===== src/rtl/parity_pipe_stage.sv =====
// One valid/ready register slice; ready depends only on local occupancy and the downstream ready.
module parity_pipe_stage #(
  parameter int W = 8
) (
  input  logic         clk,
  input  logic         rst_n,
  input  logic         in_valid,
  output logic         in_ready,
  input  logic [W-1:0] in_data,
  output logic         out_valid,
  input  logic         out_ready,
  output logic [W-1:0] out_data
);

  assign in_ready = !out_valid || out_ready;

  always_ff @(posedge clk or negedge rst_n) begin
    if (!rst_n) begin
      out_valid <= 1'b0;
      out_data  <= '0;
    end else if (in_ready) begin
      out_valid <= in_valid;
      if (in_valid) out_data <= in_data;
    end
  end

endmodule


===== config.mk =====
export PLATFORM = sky130hd
export DESIGN_NAME = parity_pipe_stage
export DESIGN_NICKNAME = d
export VERILOG_FILES = /design/src/rtl/parity_pipe_stage.sv
export SDC_FILE = /design/constraint.sdc
export NUM_CORES = 1
export LEC_CHECK = 0
export CAP_MARGIN = 15
export CELL_PAD_IN_SITES_DETAIL_PLACEMENT = 1
export CELL_PAD_IN_SITES_GLOBAL_PLACEMENT = 1
export CORE_MARGIN = 5
export CORE_UTILIZATION = 29
export CTS_CLUSTER_DIAMETER = 200
export DETAILED_ROUTE_END_ITERATION = 7
export GPL_TIMING_DRIVEN = 0
export HOLD_SLACK_MARGIN = 0.06
export PLACE_DENSITY = 0.78
export SYNTH_ARGS = -nofsm -noshare
export SYNTH_HDL_FRONTEND = slang
export SYNTH_SLANG_ARGS = --single-unit

===== constraint.sdc =====
create_clock -name clk -period 1.7 [get_ports clk]
set_clock_uncertainty 0.05 [all_clocks]
set_input_delay 0.34 -clock clk [delete_from_list [all_inputs] [get_ports clk]]
set_output_delay 0.34 -clock clk [all_outputs]
set_load 0.03 [all_outputs]

# --- Word level (Yosys, flattened, before mapping) ---
# Index checks and enable logic that the tools add are counted.
word_totals:
  ff_bits: 9
  latchBits: 0
  mem_bits_rw: 0
  rom_bits: 0
  output_inout_bits: 10
  memories: 0
classes:
  addsub: 0
  mul: 0
  n_div: 0
  n_lt_le_gt_ge: 0
  eq_ne: 0
  shifts: 0
  n_mux: 0
  n_bitwise: 0
  reduce_logical: 3
ops:
  columns: ["operator", "n"]
  rows:
  - ["2-bit AND reduction", 1]
  - ["1-bit zero test", 1]
  - ["1-bit logical OR", 1]

# --- Depth between registers and ports, before layout ---
logic_depth:
  word_depth: 3
  ltp_mapped: 3
  mapped_depth_nobuf: 3

# --- Worst setup path before layout ---
# No wires, ideal clock.
synth_timing:
  path_kind: "register to register"
  start: "register out_valid"
  end: "register out_data[0]"
  setup_ps: 125
  arrival_time_ps: 1147
  required_time_ps: 1525
  slack_ps: 378
  path_stages_with_launch: 4
  path_buffers: 0
  synth_period_minus_slack_ps: 1322
  path_cell_list: "dfrtp_1 > nand2b_4 > nand2_8 > mux2_4"
synth_via:
  elab_chain_cells: 3
synth_lines:
  columns: ["item", "line", "rtl"]
  rows:
  - ["start: declaration", "10", "output logic out_valid,"]
  - ["start signal: assignment", "22", "out_valid <= in_valid;"]
  - ["1-bit zero test", "15", "assign in_ready = !out_valid || out_ready;"]
  - ["1-bit logical OR", "15", null]
  - ["via in_ready", "8", "output logic in_ready,"]
  - ["2-bit AND reduction (no source line)", null, null]
  - ["end signal: assignment", "23", "if (in_valid) out_data <= in_data;"]
  - ["end: declaration", "12", "output logic [W-1:0] out_data"]
# The timed path passes the listed nets, and every way through them passes these cells.
# A chain may end at the register's enable or synchronous reset.

# --- Worst setup path after layout ---
layout_timing:
  start: "register out_data[7]"
  end: "output port out_data[7]"
# No word-level cell between the ends.

==> results.py <==
metrics = {
    "status": {
        "status": "complete, no violations",
    },
    "floorplan": {
        "dieWidth_um": 46.5,
        "die_height_um": 46.5,
        "io_pins": 22,
        "core-area_um2": 1280,
        "initial_core_util": 0.300,
        "die-area_um2": 2160,
        "rows": 13,
    },
    "synthesis": {
        "synth_nets": 32,
        "yosysTopAreaCellShare": 0.584,
        "synth.most_common_cell": "dfrtp_1",
        "yosys-top-cells-count": "dfrtp_1 (9), mux2_4 (8), nand2_8 (1), nand2b_1 (1), nand2b_4 (1)",
        "synth-edff-count": 0,
        "synthFlopType": "dfrtp_1",
        "synth_warnings": 0,
        "synthTopCellsByArea": "dfrtp_1 (58%), mux2_4 (31%), nand2_8 (5.2%), nand2b_4 (3.6%), nand2b_1 (1.6%)",
        "yosysTopAreaCell": "dfrtp_1",
        "synthArstFlopShare": 1.00,
        "synth.cell_area_um2": 385,
        "ys_ff_latch": 9,
        "syn_avg_cell_area_um2": 19.3,
        "synth_cell_types": 5,
        "yosysSeqAreaShare": 0.584,
        "synth_cells": 20,
    },
    "detailed_routing": {
        "ant_nets": 0,
        "vias": 268,
        "dr.pass1.iters": 2,
        "wl_met2_um": 434,
        "first_iter_violations": 1,
        "highest_layer": "met3",
        "via_per_inst": 4.47,
        "routedWlPerCell_um": 15.7,
        "drc_errors": 0,
        "wl_met3_um": 113,
        "m1WireLength_um": 391,
        "routed_wl_um": 939,
    },
    "pwr": {
        "pwr-share-seq": 0.410,
        "power_uw": 636,
        "pwr-share-clk": 0.249,
        "irDropWorstVdd_mv": 0.373,
        "p_switching_uw": 190,
        "p_leak_uw": 0.000320,
        "intPower_uw": 445,
        "power_density_nw_per_um2": 985,
        "power_switching_share": 0.299,
        "power_frac_comb": 0.341,
    },
    "critical_path": {
        "setup.worst_path.end_class": "primary output",
        "path_delay_family": "buffers and inverters",
        "cp_max_fo": 2,
        "crit_chain": "clkdlybuf4s50_1",
        "criticalPathCategory": "flop to primary output",
        "critPathMaxStageDelay_ns": 0.67,
        "critPathLaunchType": "flop",
        "critPathRequiredTime_ns": 1.31,
        "crit_buf_inv": 1,
        "cp_slowest_cell": "clkdlybuf4s50_1",
        "cp_data_arrival_time_ns": 1.26,
    },
    "placed_design": {
        "dp_slack_ns": -0.338,
        "portBuffers": 21,
        "gp_congestion": 0.648,
        "dp_hpwl_um": 682,
    },
    "global_routing": {
        "grt_max_degree": 10,
        "grt_pass1_vias": 326,
        "antenna_found_initial": 0,
        "grt_usage": 0.102,
        "grt_first_pass_wirelength_um": 1430,
        "grt.overflow.total": 0,
    },
    "timing": {
        "fin_setup_tns_ns": 0,
        "rsz0062_at_grt": "false",
        "post-route-min-period_ns": 1.65,
        "max_freq_mhz": 604,
        "fin_ws_ns": 0.0453,
        "fin_crit_sh": 0.973,
        "finalSetupViolCount": 0,
        "hold_viol_final": 0,
        "tightest_slew_ns": 0.419,
        "slew_headroom": 0.720,
        "slew_viol_final": 0,
    },
    "clock_network": {
        "htree_levels": 1,
        "clockBufferDepth": 2,
        "cts.repair_timing.setup_buffer_count": 0,
        "root_buffer": "clkbuf_4",
        "clock-sinks": 9,
        "cts_tree": "yes",
        "clkTransAtPathRegs_ns": 0.06,
        "numCtsBuffers": 3,
        "clk_latency_ns": 0.25,
    },
    "finish": {
        "area_growth_pct": 67.5,
        "fin_util": 0.502,
        "drive_above_1_share": 0.311,
        "fin_nets": 58,
        "fillerInstances": 133,
        "antenna_cells": 0,
    },
    "run": {
        "drv_cap": 0,
    },
    "min_path": {
        "hold_path.class": "input pin to async pin",
    },
}
final cells by class:
type                       count  area (um2)  area share
multi-input combinational     11         160       0.248
timing repair buffer          21         215       0.333
sequential                     9         225       0.349
clock buffer                   4        26.3      0.0407
tap                           15        18.8      0.0291
sequential cells by signal, indices dropped and copies added, names as in the netlist:
| name | count |
|---|---|
| out_valid | 1 |
| out_data | 8 |
layer usage:
layer  vias to the layer above  GRT usage
li1                        119          -
met2                        19      0.162
met4                         0     0.0511
met5                         -          0
met3                         0     0.0508
met1                       130      0.112
metrics by stage:
stage / cells / hold WS, ns / cell area, um2
6_report: 60 / 0.338 / 646
5_1_grt: 60 / 0.375 / 646
4_1_cts: 60 / 0.332 / 638
3_5_place_dp: 56 / 0.445 / 614
3_3_place_gp: 56 / 0.441 / 614
2_1_floorplan: 20 / -0.00559 / 385
power groups by stage:
stage	Combinational, uW	Sequential (uW)	Clock (uW)
5_1_grt	229	264	179
2_1_floorplan	62.6	324	0
6_report	217	261	158
3_3_place_gp	223	263	0
3_5_place_dp	227	264	0
4_1_cts	222	261	169
layout by cell type, fill, tap and decap left out:
cell type        instances
nand2b_4                 1
clkbuf_1                 1
nand2b_1                 1
clkdlybuf4s15_2          1
nand2_8                  1
dfrtp_1                  9
mux2_4                   8
dlymetal6s2s_1           3
clkdlybuf4s50_1         14
clkbuf_4                 3
dlygate4sd2_1            3
logic make-up (layout without fill, tap and decap cells):
| family | count (synthesis) | in the layout | synth area share |
|---|---|---|---|
| DFF | 9 | 9 | 0.584 |
| and+or+nand+nor | 3 | 3 | 0.104 |
| muxes | 8 | 8 | 0.312 |
| buffers and inverters | 0 | 25 | 0 |
timing repair:
item	CTS	global route
hold buffers	0	0
endpoints found under the hold margin	0	0
gates resized for setup	6	3
setup endpoints to repair	4	3
final timing paths:
| path | cells after the start | slack, ns | end | from |
|---|---|---|---|---|
| min | 1 | 0.34 | out_data[5] | rst_n |
| max in group asynchronous | 1 | 0.97 | out_data[1] | rst_n |
| min reg2reg | 1 | 0.46 | out_data[4] | out_data[4] |
| max | 1 | 0.05 | out_data[7] | out_data[7] |
| min in group clk | 1 | 0.46 | out_data[4] | out_data[4] |
| max reg2reg | 3 | 0.61 | out_data[6] | out_valid |
Power figures use the tool's default switching activity.
